===== src/rtl/trig_sequencer.sv =====
`default_nettype none
// +-----------------------------------------------------------------------------+
// | trig_sequencer : steps a 4-entry table of trigger settings into a generator |
// | Rev 1.0                                                                     |
// +-----------------------------------------------------------------------------+
module trig_sequencer (
  input  logic        clk,
  input  logic        rst,
  input  logic        cfg_we,
  input  logic [1:0]  cfg_addr,
  input  logic [2:0]  cfg_ptn,
  input  logic [11:0] cfg_gap,
  input  logic [15:0] cfg_ntrig,
  input  logic        start,
  input  logic        abort,
  input  logic        loop,
  output logic        fac_rst,
  output logic        fac_ena,
  output logic [2:0]  fac_trig_ptn,
  output logic [11:0] fac_gap,
  output logic [15:0] fac_ntrig,
  output logic        busy,
  output logic [1:0]  cur_entry,
  output logic        seq_done,
  output logic        cfg_err
);

  typedef enum logic [2:0] {
    ST_IDLE = 3'd0,
    ST_SEL  = 3'd1,
    ST_LOAD = 3'd2,
    ST_RUN  = 3'd3,
    ST_FIN  = 3'd4
  } state_t;

  state_t      state_q, state_d;
  logic [1:0]  ptr_q, ptr_d;
  logic        hit_q, hit_d;
  logic [12:0] frm_q, frm_d;
  logic [15:0] tcnt_q, tcnt_d;

  logic [2:0]  tbl_ptn_q   [4];
  logic [2:0]  tbl_ptn_d   [4];
  logic [11:0] tbl_gap_q   [4];
  logic [11:0] tbl_gap_d   [4];
  logic [15:0] tbl_ntrig_q [4];
  logic [15:0] tbl_ntrig_d [4];

  logic        fac_rst_q, fac_rst_d;
  logic        fac_ena_q, fac_ena_d;
  logic [2:0]  fac_ptn_q, fac_ptn_d;
  logic [11:0] fac_gap_q, fac_gap_d;
  logic [15:0] fac_ntrig_q, fac_ntrig_d;
  logic        busy_q, busy_d;
  logic [1:0]  cur_entry_q, cur_entry_d;
  logic        seq_done_q, seq_done_d;
  logic        cfg_err_q, cfg_err_d;

  state_t      w_adv_state;
  logic [12:0] w_frm_last;
  logic [15:0] w_tcnt_last;

  // Successor of the current pointer; a pass that found nothing never loops.
  always_comb begin
    w_adv_state = ST_SEL;
    if (ptr_q == 2'd3 && !(loop && hit_q)) begin
      w_adv_state = ST_FIN;
    end
    w_frm_last  = {1'b0, fac_gap_q} + 13'd3;
    w_tcnt_last = fac_ntrig_q - 16'd1;
  end

  always_comb begin
    state_d     = state_q;
    ptr_d       = ptr_q;
    hit_d       = hit_q;
    frm_d       = frm_q;
    tcnt_d      = tcnt_q;
    tbl_ptn_d   = tbl_ptn_q;
    tbl_gap_d   = tbl_gap_q;
    tbl_ntrig_d = tbl_ntrig_q;
    fac_ptn_d   = fac_ptn_q;
    fac_gap_d   = fac_gap_q;
    fac_ntrig_d = fac_ntrig_q;
    cur_entry_d = cur_entry_q;
    cfg_err_d   = 1'b0;

    if (cfg_we) begin
      if (state_q == ST_IDLE) begin
        tbl_ptn_d[cfg_addr]   = cfg_ptn;
        tbl_gap_d[cfg_addr]   = cfg_gap;
        tbl_ntrig_d[cfg_addr] = cfg_ntrig;
      end else begin
        cfg_err_d = 1'b1;
      end
    end

    if (abort && state_q != ST_IDLE) begin
      state_d = ST_FIN;
    end else begin
      case (state_q)
        ST_IDLE: begin
          if (start && !abort) begin
            state_d = ST_SEL;
            ptr_d   = 2'd0;
            hit_d   = 1'b0;
          end
        end
        ST_SEL: begin
          if (tbl_ntrig_q[ptr_q] == 16'd0) begin
            state_d = w_adv_state;
            ptr_d   = ptr_q + 2'd1;
          end else begin
            state_d     = ST_LOAD;
            hit_d       = 1'b1;
            cur_entry_d = ptr_q;
            fac_ptn_d   = tbl_ptn_q[ptr_q];
            fac_gap_d   = (tbl_gap_q[ptr_q] == 12'd0) ? 12'd1 : tbl_gap_q[ptr_q];
            fac_ntrig_d = tbl_ntrig_q[ptr_q];
          end
        end
        ST_LOAD: begin
          state_d = ST_RUN;
          frm_d   = 13'd0;
          tcnt_d  = 16'd0;
        end
        ST_RUN: begin
          // One frame is G+4 cycles; ntrig frames make up the whole run.
          if (frm_q == w_frm_last) begin
            frm_d = 13'd0;
            if (tcnt_q == w_tcnt_last) begin
              state_d = w_adv_state;
              ptr_d   = ptr_q + 2'd1;
            end else begin
              tcnt_d = tcnt_q + 16'd1;
            end
          end else begin
            frm_d = frm_q + 13'd1;
          end
        end
        ST_FIN:  state_d = ST_IDLE;
        default: state_d = ST_IDLE;
      endcase
    end

    fac_rst_d  = (state_d == ST_LOAD);
    fac_ena_d  = (state_d == ST_RUN);
    seq_done_d = (state_d == ST_FIN);
    busy_d     = (state_d != ST_IDLE);
  end

  always_ff @(posedge clk) begin
    if (rst) begin
      state_q     <= ST_IDLE;
      ptr_q       <= 2'd0;
      hit_q       <= 1'b0;
      frm_q       <= 13'd0;
      tcnt_q      <= 16'd0;
      tbl_ptn_q   <= '{default: 3'd0};
      tbl_gap_q   <= '{default: 12'd0};
      tbl_ntrig_q <= '{default: 16'd0};
      fac_rst_q   <= 1'b1;
      fac_ena_q   <= 1'b0;
      fac_ptn_q   <= 3'd0;
      fac_gap_q   <= 12'd0;
      fac_ntrig_q <= 16'd0;
      busy_q      <= 1'b0;
      cur_entry_q <= 2'd0;
      seq_done_q  <= 1'b0;
      cfg_err_q   <= 1'b0;
    end else begin
      state_q     <= state_d;
      ptr_q       <= ptr_d;
      hit_q       <= hit_d;
      frm_q       <= frm_d;
      tcnt_q      <= tcnt_d;
      tbl_ptn_q   <= tbl_ptn_d;
      tbl_gap_q   <= tbl_gap_d;
      tbl_ntrig_q <= tbl_ntrig_d;
      fac_rst_q   <= fac_rst_d;
      fac_ena_q   <= fac_ena_d;
      fac_ptn_q   <= fac_ptn_d;
      fac_gap_q   <= fac_gap_d;
      fac_ntrig_q <= fac_ntrig_d;
      busy_q      <= busy_d;
      cur_entry_q <= cur_entry_d;
      seq_done_q  <= seq_done_d;
      cfg_err_q   <= cfg_err_d;
    end
  end

  assign fac_rst      = fac_rst_q;
  assign fac_ena      = fac_ena_q;
  assign fac_trig_ptn = fac_ptn_q;
  assign fac_gap      = fac_gap_q;
  assign fac_ntrig    = fac_ntrig_q;
  assign busy         = busy_q;
  assign cur_entry    = cur_entry_q;
  assign seq_done     = seq_done_q;
  assign cfg_err      = cfg_err_q;

endmodule
`default_nettype wire


===== config.mk =====
export PLATFORM = sky130hd
export DESIGN_NAME = trig_sequencer
export DESIGN_NICKNAME = d
export VERILOG_FILES = /design/src/rtl/trig_sequencer.sv
export SDC_FILE = /design/constraint.sdc
export NUM_CORES = 1
export LEC_CHECK = 0
export BUFFER_PORTS_ARGS = -buffer_cell sky130_fd_sc_hd__buf_2
export CAP_MARGIN = 20
export CORE_MARGIN = 5
export CORE_UTILIZATION = 40
export CTS_BUF_LIST = sky130_fd_sc_hd__clkbuf_2 sky130_fd_sc_hd__clkbuf_4 sky130_fd_sc_hd__clkbuf_8
export CTS_CLUSTER_DIAMETER = 80
export DETAILED_ROUTE_END_ITERATION = 6
export GPL_TIMING_DRIVEN = 0
export SYNTH_ARGS = -nofsm -noshare
export SYNTH_HDL_FRONTEND = slang
export SYNTH_SLANG_ARGS = --single-unit

===== constraint.sdc =====
create_clock -name clk -period 5.79 [get_ports clk]
set_input_delay 0.2895 -clock clk [delete_from_list [all_inputs] [get_ports clk]]
set_output_delay 0.2895 -clock clk [all_outputs]
set_load 0.02 [all_outputs]

==> results of run 1 <==
[per-stage QoR]
step / worst slack [ns] / total power, uW / cell area [sq um]
6_report: 1.83 / 2500 / 10200
5_1_grt: 1.52 / 2600 / 10200
4_1_cts: 1.82 / 2510 / 10200
3_5_place_dp: 1.83 / 1640 / 9820
3_3_place_gp: 1.85 / 1640 / 9820
2_1_floorplan: 2.31 / 1560 / 9090
[path summary, 6_finish.rpt]
kind | cells after the start | startpoint | end
hold / removal | 3 | cfg_ntrig[10] | tbl_ntrig_q[42]
setup reg to reg | 10 | ptr_q[0] | fac_rst
hold reg to reg | 2 | tbl_gap_q[7] | tbl_gap_q[7]
setup / recovery | 10 | ptr_q[0] | fac_rst
[per-layer routing]
metal | track usage | up-vias | share of wire
li1 | - | 3948 | -
met1 | 0.275 | 3764 | 0.45
met2 | 0.320 | 249 | 0.47
met3 | 0.0362 | 30 | 0.059
met4 | 0.0489 | 0 | 0.013
met5 | 0 | - | 0
[cell usage in the layout, fill, tap and decap left out, types with 4 or more instances in the layout]
cell type,Yosys,routed
a211oi_1,5,5
a21oi_1,138,138
clkbuf_8,0,20
nand4_1,12,12
or4_1,10,10
o31ai_1,6,6
mux4_2,31,31
o211ai_1,10,10
nand3_1,22,22
mux2i_1,34,34
and3_1,6,6
a31oi_1,4,4
buf_1,4,4
nand2_1,284,284
and2_1,5,5
xor2_1,20,20
xnor2_1,29,29
dfxtp_1,197,197
nor3b_1,4,4
nor4_1,16,16
inv_1,14,14
o21ai_0,9,9
nand2b_1,4,4
nor3_1,18,18
buf_2,5,80
or3_1,7,7
clkbuf_1,66,66
nor2_1,78,78
ha_1,5,5
[worst max-delay path: cells and delay by family (launching register included)]
kind          cells  cell delay (ns)
flops             1             0.35
simple gates      5             1.36
buf+inv           4             1.68
mux               1             0.45
[power groups by stage]
stage | clock, uW | combinational (uW) | sequential [uW]
global placement | 0 | 205 | 1440
CTS | 900 | 208 | 1410
detailed placement | 0 | 207 | 1440
floorplan | 0 | 124 | 1430
finish | 886 | 208 | 1410
global route | 962 | 230 | 1410
[final cells by class]
class	count	area share
well taps	285	0.0349
plain buffers	77	0.0300
multi-input cells	801	0.469
flip-flops and latches	197	0.386
clock buffers	23	0.0291
clock inverters	9	0.00931
repair buffers	75	0.0367
inverters	14	0.00514
[kinds of logic after synthesis]
kind of cell,share of synthesized area
AOI/OAI and AO/OA,0.122
xor gates and xnor gates,0.0472
adders and majority gates,0.00688
buffers and inverters,0.0395
DFF,0.434
muxes,0.115
and+or+nand+nor,0.236
[state kept, by name, summed over array words and instances, names as in the netlist]
register,flops
tcnt_q,16
hit_q,1
fac_rst,1
seq_done,1
cfg_err,1
fac_ntrig,16
tbl_ntrig_q,64
fac_ena,1
fac_gap,12
cur_entry,2
frm_q,13
state_q,3
ptr_q,2
fac_trig_ptn,3
busy,1
tbl_ptn_q,12
tbl_gap_q,48
==> reports/results.txt, run 1 <==
Final Util - 0.454
Fin Hold WS - 0.0856 ns
First drt pass iteration count - 5
Switching share of power - 0.260
Core ar. - 0.0225 sq mm
Starting density of the core - 0.404
Setup Viol. Count Final - 0
PwrDens - 245 mW/mm^2
Share of layout cells above drive strength 1 - 0.131
Clock buffer count from CTS - 17
Initial antenna violation count - 0
Register area - 0.00394 sq mm
Final ANT Viol Nets - 0
Syn avg cell area - 8.35 sq um
Layout area overhead - 12.4%
CTS tree - built
CP required - 6.14 ns
Vias in the first global route - 7,374
Iteration-0 DRC count of the detailed router - 470
Final Cycle Share - 0.684
Worst setup SP type - flip-flop
Ant. Diodes - 0
Crit Path Max Fanout - 10
Clock Skews - 0.0147 ns
Via Count - 7,991
Routability congestion estimate - 0.828
Measured slew at the worst slew-check pin - 0.939 ns
Final TNS setup - 0 ns
Synth Cell Area - 0.00909 sq mm
Commonest cells in the netlist - nand2_1 (284), dfxtp_1 (197), a21oi_1 (138)
Postcts setup bufs - 0
Post-synth top area share - 0.434
Largest cells by area after synthesis - dfxtp_1 (43%), nand2_1 (12%), mux4_2 (7.7%)
Routed Wire Length - 25,700 microns
Critical path's slowest cell - clkbuf_1
R2R Setup Slk - 1.83 ns
Final nets - 1,227
Async set or reset register ratio after synthesis - 0
Maxcap violations - 0
Placed cells - 1,449
Max Freq - 0.252 GHz
Yosys warns - 0
Multi-input logic area - 0.00479 sq mm
Most common cell in the netlist - nand2_1
DIE WIDTH - 161 microns
Primary FF master, synth - dfxtp_1
Gate power share - 0.083
Internal power - 1850 uW
Run status - finished clean
Crit. End Element - flip-flop
Min Tclk post-route - 3.96 ns
Mapped Nets - 1,133
Clk buf depth - 2
Die area - 0.0258 sq mm
FP Rows - 55
Leakage power total - 0.00356 uW
Sequential share of power - 0.562
Hold Vio Cnt, Final - 0
Slew Limit Headroom - 0.369
Mapped Cells - 1,089
Global-route wire length before repair - 41,100 microns
Setup CP Type - flip-flop to flip-flop
RSZ-0062 raised after global routing - false
Largest net degree at the start of global routing - 17
Boundary Pins - 77
CP peak stage delay - 0.63 ns
DIE HEIGHT - 161 microns
Post-DP HPWL - 18,600 microns
Synth unique cells - 59
Hold WC Path Type - input pin to flip-flop
Fin. max-slew vios - 0
Drc violations - 0
Finished Layout Cells - 1,481
Port bufs - 75
Post-CTS Hold Fix Bufs - 0
Most used cell, CP - clkbuf_1
Leading area contributor after synthesis - dfxtp_1
NetSw - 649 uW
Vias per std cell - 5.40
Maximum vdd drop - 0.113 mV
Total global-route track usage - 0.198
Root Driver - clkbuf_8
H-tree depth - 4
Clk network pwr share - 0.354
Remaining Overflow, GRT - 0
Critical-path cell list - clkbuf_1 -> clkbuf_1 -> mux4_2 -> nor4_1 -> nand4_1 -> nand2_1 -> nor4_1 -> clkbuf_1 -> buf_1 -> or2_2
Post-synth EDFFs - 0
Detailed-route wire length per cell - 17.4 microns
Seq/Total Area, Yosys - 0.434
Clock Sinks - 197
#FFs+latches synth - 197
Post-CTS sizing - 0
Clk_lat worst skew - 0.46 ns
Clock-pin slew on the worst setup and hold paths - 0.10 ns
Crit path DAT - 4.31 ns
Filler Cells Inserted - 2,298
Power figures use the tool's default switching activity.
==> run 2, diff against run 1 <==
--- a/config.mk
+++ b/config.mk
@@ -5,6 +5,7 @@
 export SDC_FILE = /design/constraint.sdc
 export NUM_CORES = 1
 export LEC_CHECK = 0
+export ABC_AREA = 1
 export BUFFER_PORTS_ARGS = -buffer_cell sky130_fd_sc_hd__buf_2
 export CAP_MARGIN = 20
 export CORE_MARGIN = 5
==> constraint.sdc (replaced) <==
create_clock -name clk -period 3.3 [get_ports clk]
set_input_delay 0.165 -clock clk [delete_from_list [all_inputs] [get_ports clk]]
set_output_delay 0.165 -clock clk [all_outputs]
set_load 0.02 [all_outputs]
==> run 2 against run 1 <==
Effect of this change:
- register-to-register slack got worse by 1.6 ns
- hold slack worse by 0.026 ns
- critical path type unchanged
- maximum frequency rose by 29%
- core utilization rose by 1.5 points
- critical path depth did not move
- non-clock buffer count grew 30
- final area grew 8.5%
- clock power is 64% higher
- area after synthesis increased by 6.1%
- flip-flop and latch count unchanged
- via count is 22% higher
==> reports/results.txt, run 2 <==
Run status - finished clean
Finished Layout Cells - 1,910
Placement Setup Slack - 0.360 ns
Clk_lat worst skew - 0.47 ns
Clock Skews - 0.0188 ns
#FFs+latches synth - 197
Syn avg cell area - 6.63 sq um
XOR/XNOR share of the synthesized area - 0.0354
Clock buffer count from CTS - 17
Mapped Nets - 1,498
Placed cells - 1,848
Hold Vio Cnt, Final - 0
Synth unique cells - 40
Slew Limit Headroom - 0.509
Most common cell after layout, fill and taps aside - nor2_1
DP Area - 0.0104 sq mm
Detailed-route wire length per cell - 15.8 microns
Critical-path cell list - nor2_1 -> inv_1 -> nor3_1 -> inv_1 -> nor3_1 -> inv_1 -> clkbuf_1 -> clkbuf_1 -> nor2_1 -> nor2_1
Maximum vdd drop - 0.239 mV
Crit path DAT - 3.43 ns
Min Tclk post-route - 3.07 ns
Root Driver - clkbuf_8
Final Cycle Share - 0.930
Critical path's slowest cell - nor3_1
Post-synth EDFFs - 0
Most frequent cells in the layout - nor2_1 (331), nand2_1 (282), dfxtp_1 (197), o21ai_0 (180), inv_1 (97)
Post-Synth Adder-Cell Area - 0.00649
Largest family of logic cells by synthesized area - simple AND/OR/NAND/NOR gates
Fin. max-slew vios - 0
Clk buf depth - 2
Seq/Total Area, Yosys - 0.409
RSZ-0062 raised after global routing - false
Final ANT Viol Nets - 0
Yosys warns - 0
Postcts setup bufs - 0
Ant. Diodes - 0
Synth Area in Compound Gates - 0.146
Post-synth top area share - 0.409
Vias in the first global route - 8,867
Core ar. - 0.0236 sq mm
Die area - 0.0273 sq mm
Measured slew at the worst slew-check pin - 0.736 ns
Largest net degree at the start of global routing - 18
CTS tree - built
Largest register by flop count - tbl_ntrig_q
CP required - 3.66 ns
Clock Sinks - 197
Post-DP HPWL - 21,800 microns
Remaining Overflow, GRT - 0
Crit Path Max Fanout - 10
Routed Wire Length - 30,200 microns
Multi-input logic area - 0.00497 sq mm
Layout area overhead - 14.9%
Filler Cells Inserted - 2,525
Starting density of the core - 0.408
Final TNS setup - 0 ns
Max Freq - 0.326 GHz
FP Rows - 56
Leading area contributor after synthesis - dfxtp_1
Drc violations - 0
Share of layout cells above drive strength 1 - 0.0993
PwrDens - 566 mW/mm^2
Iteration-0 DRC count of the detailed router - 803
DIE HEIGHT - 165 microns
DIE WIDTH - 165 microns
Final WS setup - 0.229 ns
Crit. End Element - flip-flop
Global-route wire length before repair - 48,300 microns
Worst setup SP type - flip-flop
Post-Layout Inst Area - 0.0111 sq mm
Clock-pin slew on the worst setup and hold paths - 0.11 ns
Setup CP Type - flip-flop to flip-flop
H-tree depth - 4
Routability congestion estimate - 0.864
Post-CTS sizing - 0
Port bufs - 75
Register area - 0.00394 sq mm
Setup Viol. Count Final - 0
Largest cells by area after synthesis - dfxtp_1 (41%), nor2_1 (13%), nand2_1 (11%)
Simple-gate portion of the synthesized area - 0.327
Maxcap violations - 0
Most common cell in the netlist - nor2_1
Boundary Pins - 77
Final nets - 1,624
Via Count - 9,710
Primary FF master, synth - dfxtp_1
Async set or reset register ratio after synthesis - 0
Hold WC Path Type - input pin to flip-flop
First drt pass iteration count - 6
Mapped Cells - 1,454
Vias per std cell - 5.08
Initial antenna violation count - 0
Top flop regs - tbl_ntrig_q x64, tbl_gap_q x48
Largest register FFs - 64
Leakage power total - 0.00484 uW
Commonest cells in the netlist - nor2_1 (331), nand2_1 (282), dfxtp_1 (197)
Total global-route track usage - 0.224
Post-synthesis mux area share - 0
Synth Cell Area - 0.00965 sq mm
CP peak stage delay - 0.56 ns
## run 2: changes by cell type after synthesis, moves of 11 or more
| cell | previous run | this run |
|---|---|---|
| mux2i_1 | 34 | 0 |
| clkbuf_1 | 66 | 51 |
| mux4_2 | 31 | 0 |
| nand3_1 | 22 | 83 |
| nor4_1 | 16 | 4 |
| inv_1 | 14 | 97 |
| nor2_1 | 78 | 331 |
| o21ai_0 | 9 | 180 |
| a21oi_1 | 138 | 72 |
| xor2_1 | 20 | 31 |
| xnor2_1 | 29 | 8 |
## run 2: path summary, 6_finish.rpt
check | startpoint | to | slack, ns | cells past startpoint
worst max-delay path | state_q[0] | tbl_ptn_q[11] | 0.23 | 10
worst min-delay path | rst | tcnt_q[15] | 0.06 | 2
worst min register to register | tbl_ptn_q[2] | tbl_ptn_q[2] | 0.46 | 2
worst max register to register | state_q[0] | tbl_ptn_q[11] | 0.23 | 10
## run 2: report_power, final
| group | internal [uW] | switching [uW] |
|---|---|---|
| clock | 537 | 917 |
| combinational | 658 | 1390 |
| sequential | 2600 | 171 |
| total | 3790 | 2480 |
## run 2: area by class of cell
type                            instances  share of cell area
Multi-Input combinational cell       1078               0.448
Buffer                                 75              0.0307
Tap cell                              319              0.0360
Sequential cell                       197               0.356
Timing Repair Buffer                  107              0.0628
Clock inverter                         12             0.00892
Clock buffer                           18              0.0218
Inverter                              104              0.0355
## run 2: cell families (layout without fill, tap and decap cells)
kind of cell	Yosys count	count (layout)
AND/OR/NAND/NOR	762	762
AO/OA/AOI/OAI	272	272
flip-flops	197	197
buffers and inverters	179	316
XOR/XNOR	39	39
adder cells (fa/ha/maj)	5	5
## run 2: metrics by stage
| step | hold slack (ns) | utilization | power (uW) |
|---|---|---|---|
| after global routing | 0.0649 | 0.469 | 6660 |
| after floorplan | 0.300 | - | 4190 |
| after CTS | 0.0566 | 0.469 | 6280 |
| after detailed placement | 0.446 | 0.441 | 4820 |
| final | 0.0596 | 0.469 | 6270 |
| after global placement | 0.442 | 0.441 | 4800 |
## run 2: layer usage
metal	share of wire	GRT usage	vias to the layer above
met5	0	0	-
met4	0.011	0.0461	0
met3	0.050	0.0290	24
met2	0.47	0.370	273
met1	0.47	0.314	4486
li1	-	-	4927
## run 2: critical path, delay by kind of cell, from the launching register on
| kind | cells | cell delay (ns) |
|---|---|---|
| flip-flops | 1 | 0.38 |
| buffers and inverters | 5 | 1.13 |
| AND/OR/NAND/NOR | 5 | 1.45 |
## run 2: repair_timing
item | CTS | global route
hold endpoints to repair | 110 | 0
endpoints found under the setup margin | 0 | 0
hold buffers | 32 | 0
==> run 3, diff against run 2 <==
==> constraint.sdc (replaced) <==
create_clock -name clk -period 4 [get_ports clk]
set_input_delay 0.6 -clock clk [delete_from_list [all_inputs] [get_ports clk]]
set_output_delay 0.6 -clock clk [all_outputs]
set_load 0.02 [all_outputs]
==> run 3 against run 2 <==
Effect of this change:
- critical path depth unchanged
- core utilization down 1.4 points
- total power down 18%
- setup slack better by 0.72 ns
- via count down 1.8%
- first-iteration DRC count down 7.2%
- final cell count down 1.7%
- register-to-register slack better by 0.72 ns
- hold slack better by 0.33 ns
- clock-buffer cell count unchanged
- maximum frequency up 0.71%
- largest power group unchanged
==> reports/results.txt, run 3 (same netlist as run 2, synthesis figures left out) <==
Setup CP Type - flip-flop to flip-flop
Iteration-0 DRC count of the detailed router - 745
Min-delay src - cfg_we
Crit Path Max Fanout - 10
Internal power - 3110 uW
DIE HEIGHT - 165 microns
CTS tree - built
Most frequent cells in the layout - nor2_1 (331), nand2_1 (282), dfxtp_1 (197), o21ai_0 (180), inv_1 (97)
R2R Setup Slk - 0.95 ns
Clock Sinks - 197
Reg2reg end - tbl_ptn_q[11]
Min Tclk post-route - 3.05 ns
Hold Vio Cnt, Final - 0
DIE WIDTH - 165 microns
Max Freq - 0.328 GHz
Stages on the worst setup path - 10
Fin Hold WS - 0.391 ns
Via Count - 9,537
Post-DP HPWL - 21,800 microns
Crit path capture - tbl_ptn_q[11]
Run status - finished clean
CP peak stage delay - 0.56 ns
CP top delay family - simple AND/OR/NAND/NOR gates
Routed Wire Length - 29,900 microns
Sequential share of power - 0.444
Crit. End Element - flip-flop
Clock buffer count from CTS - 17
Global-route wire length before repair - 47,900 microns
Crit path DAT - 3.41 ns
Worst Path Buf+Inv - 5
Critical path's slowest cell - nor3_1
H-tree depth - 4
Switching share of power - 0.396
Largest register by flop count - tbl_ntrig_q
Detailed-route wire length per cell - 15.9 microns
Total global-route track usage - 0.222
Clk_lat worst skew - 0.47 ns
Setup Viol. Count Final - 0
Post-CTS Hold Fix Bufs - 0
Die area - 0.0273 sq mm
Remaining Overflow, GRT - 0
Starting density of the core - 0.408
Critical path startpoint - state_q[0]
Clk buf depth - 2
Clock Skews - 0.0208 ns
Worst r2r path cells - 10
Most common cell after layout, fill and taps aside - nor2_1
Fin. max-slew vios - 0
First drt pass iteration count - 5
Final nets - 1,592
Gate power share - 0.324
Core ar. - 0.0236 sq mm
Post-CTS sizing - 0
Largest net degree at the start of global routing - 18
Measured slew at the worst slew-check pin - 0.734 ns
Drc violations - 0
Vias in the first global route - 8,785
Clk network pwr share - 0.232
Worst setup SP type - flip-flop
Boundary Pins - 77
Root Driver - clkbuf_8
NetSw - 2040 uW
Slew Limit Headroom - 0.511
Clock-pin slew on the worst setup and hold paths - 0.10 ns
RSZ-0062 raised after global routing - false
CP required - 4.36 ns
Share of layout cells above drive strength 1 - 0.101
Layout area overhead - 11.6%
Top flop regs - tbl_ntrig_q x64, tbl_gap_q x48
Final ANT Viol Nets - 0
Final Cycle Share - 0.762
Initial antenna violation count - 0
Ant. Diodes - 0
Postcts setup bufs - 0
Routability congestion estimate - 0.864
Leakage power total - 0.00471 uW
Maximum vdd drop - 0.196 mV
Final TNS setup - 0 ns
Vias per std cell - 5.08
PwrDens - 478 mW/mm^2
Worst flop-to-flop path startpoint - state_q[0]
FP Rows - 56
Largest register FFs - 64
Port bufs - 75
Critical-path cell list - nor2_1 -> inv_1 -> nor3_1 -> inv_1 -> nor3_1 -> inv_1 -> clkbuf_1 -> clkbuf_1 -> nor2_1 -> nor2_1
Maxcap violations - 0
Hold WC Path Type - input pin to flip-flop
[run 3: cell types whose count changed in the layout (fill, tap and decap cells not counted), sizes merged]
cell,change
dlygate4sd3,-32
[run 3: worst min-delay path by stage]
stage / cells past startpoint / slack (ns) / end
floorplan: 2 / 0.42 / tbl_gap_q[38]
global placement: 2 / 0.44 / tbl_ntrig_q[60]
detailed placement: 2 / 0.45 / tbl_gap_q[38]
CTS: 3 / 0.37 / tbl_ntrig_q[55]
global route: 3 / 0.38 / tbl_gap_q[25]
finish: 3 / 0.39 / cfg_err
[run 3: final cells by class]
type | instances | area, sq um
plain buffers | 75 | 340
clock buffers | 18 | 241
clock inverters | 12 | 98.8
fillers | 2550 | 12900
inverters | 104 | 393
multi-input cells | 1078 | 4970
flip-flops and latches | 197 | 3940
well taps | 319 | 399
repair buffers | 75 | 375
[run 3: stage by stage]
step / area (sq um) / power [uW] / utilization / setup WS, ns / instances
2_1_floorplan: 9650 / 3450 / - / 1.70 / 1454
3_3_place_gp: 10400 / 3960 / 0.441 / 0.858 / 1848
3_5_place_dp: 10400 / 3980 / 0.441 / 0.878 / 1848
4_1_cts: 10800 / 5160 / 0.456 / 1.04 / 1878
5_1_grt: 10800 / 5470 / 0.456 / 0.769 / 1878
6_report: 10800 / 5140 / 0.456 / 0.951 / 1878
[run 3: layer usage]
layer,vias up,routed length (microns),GRT usage
met5,-,0,0
met4,0,296,0.0446
met3,22,1580,0.0303
met2,241,13900,0.365
met1,4413,14200,0.312
li1,4861,-,-
[run 3: power by group through the flow]
stage               logic, uW  registers, uW  clock network [uW]
finish                   1660           2280                1190
global route             1870           2300                1300
CTS                      1660           2280                1220
detailed placement       1650           2320                   0
global placement         1640           2320                   0
floorplan                1120           2340                   0
[run 3: tightest hold or removal path, stage by stage]
cell and delay (ns):
buf_2 0.10, inv_1 0.07, nor3_1 0.05
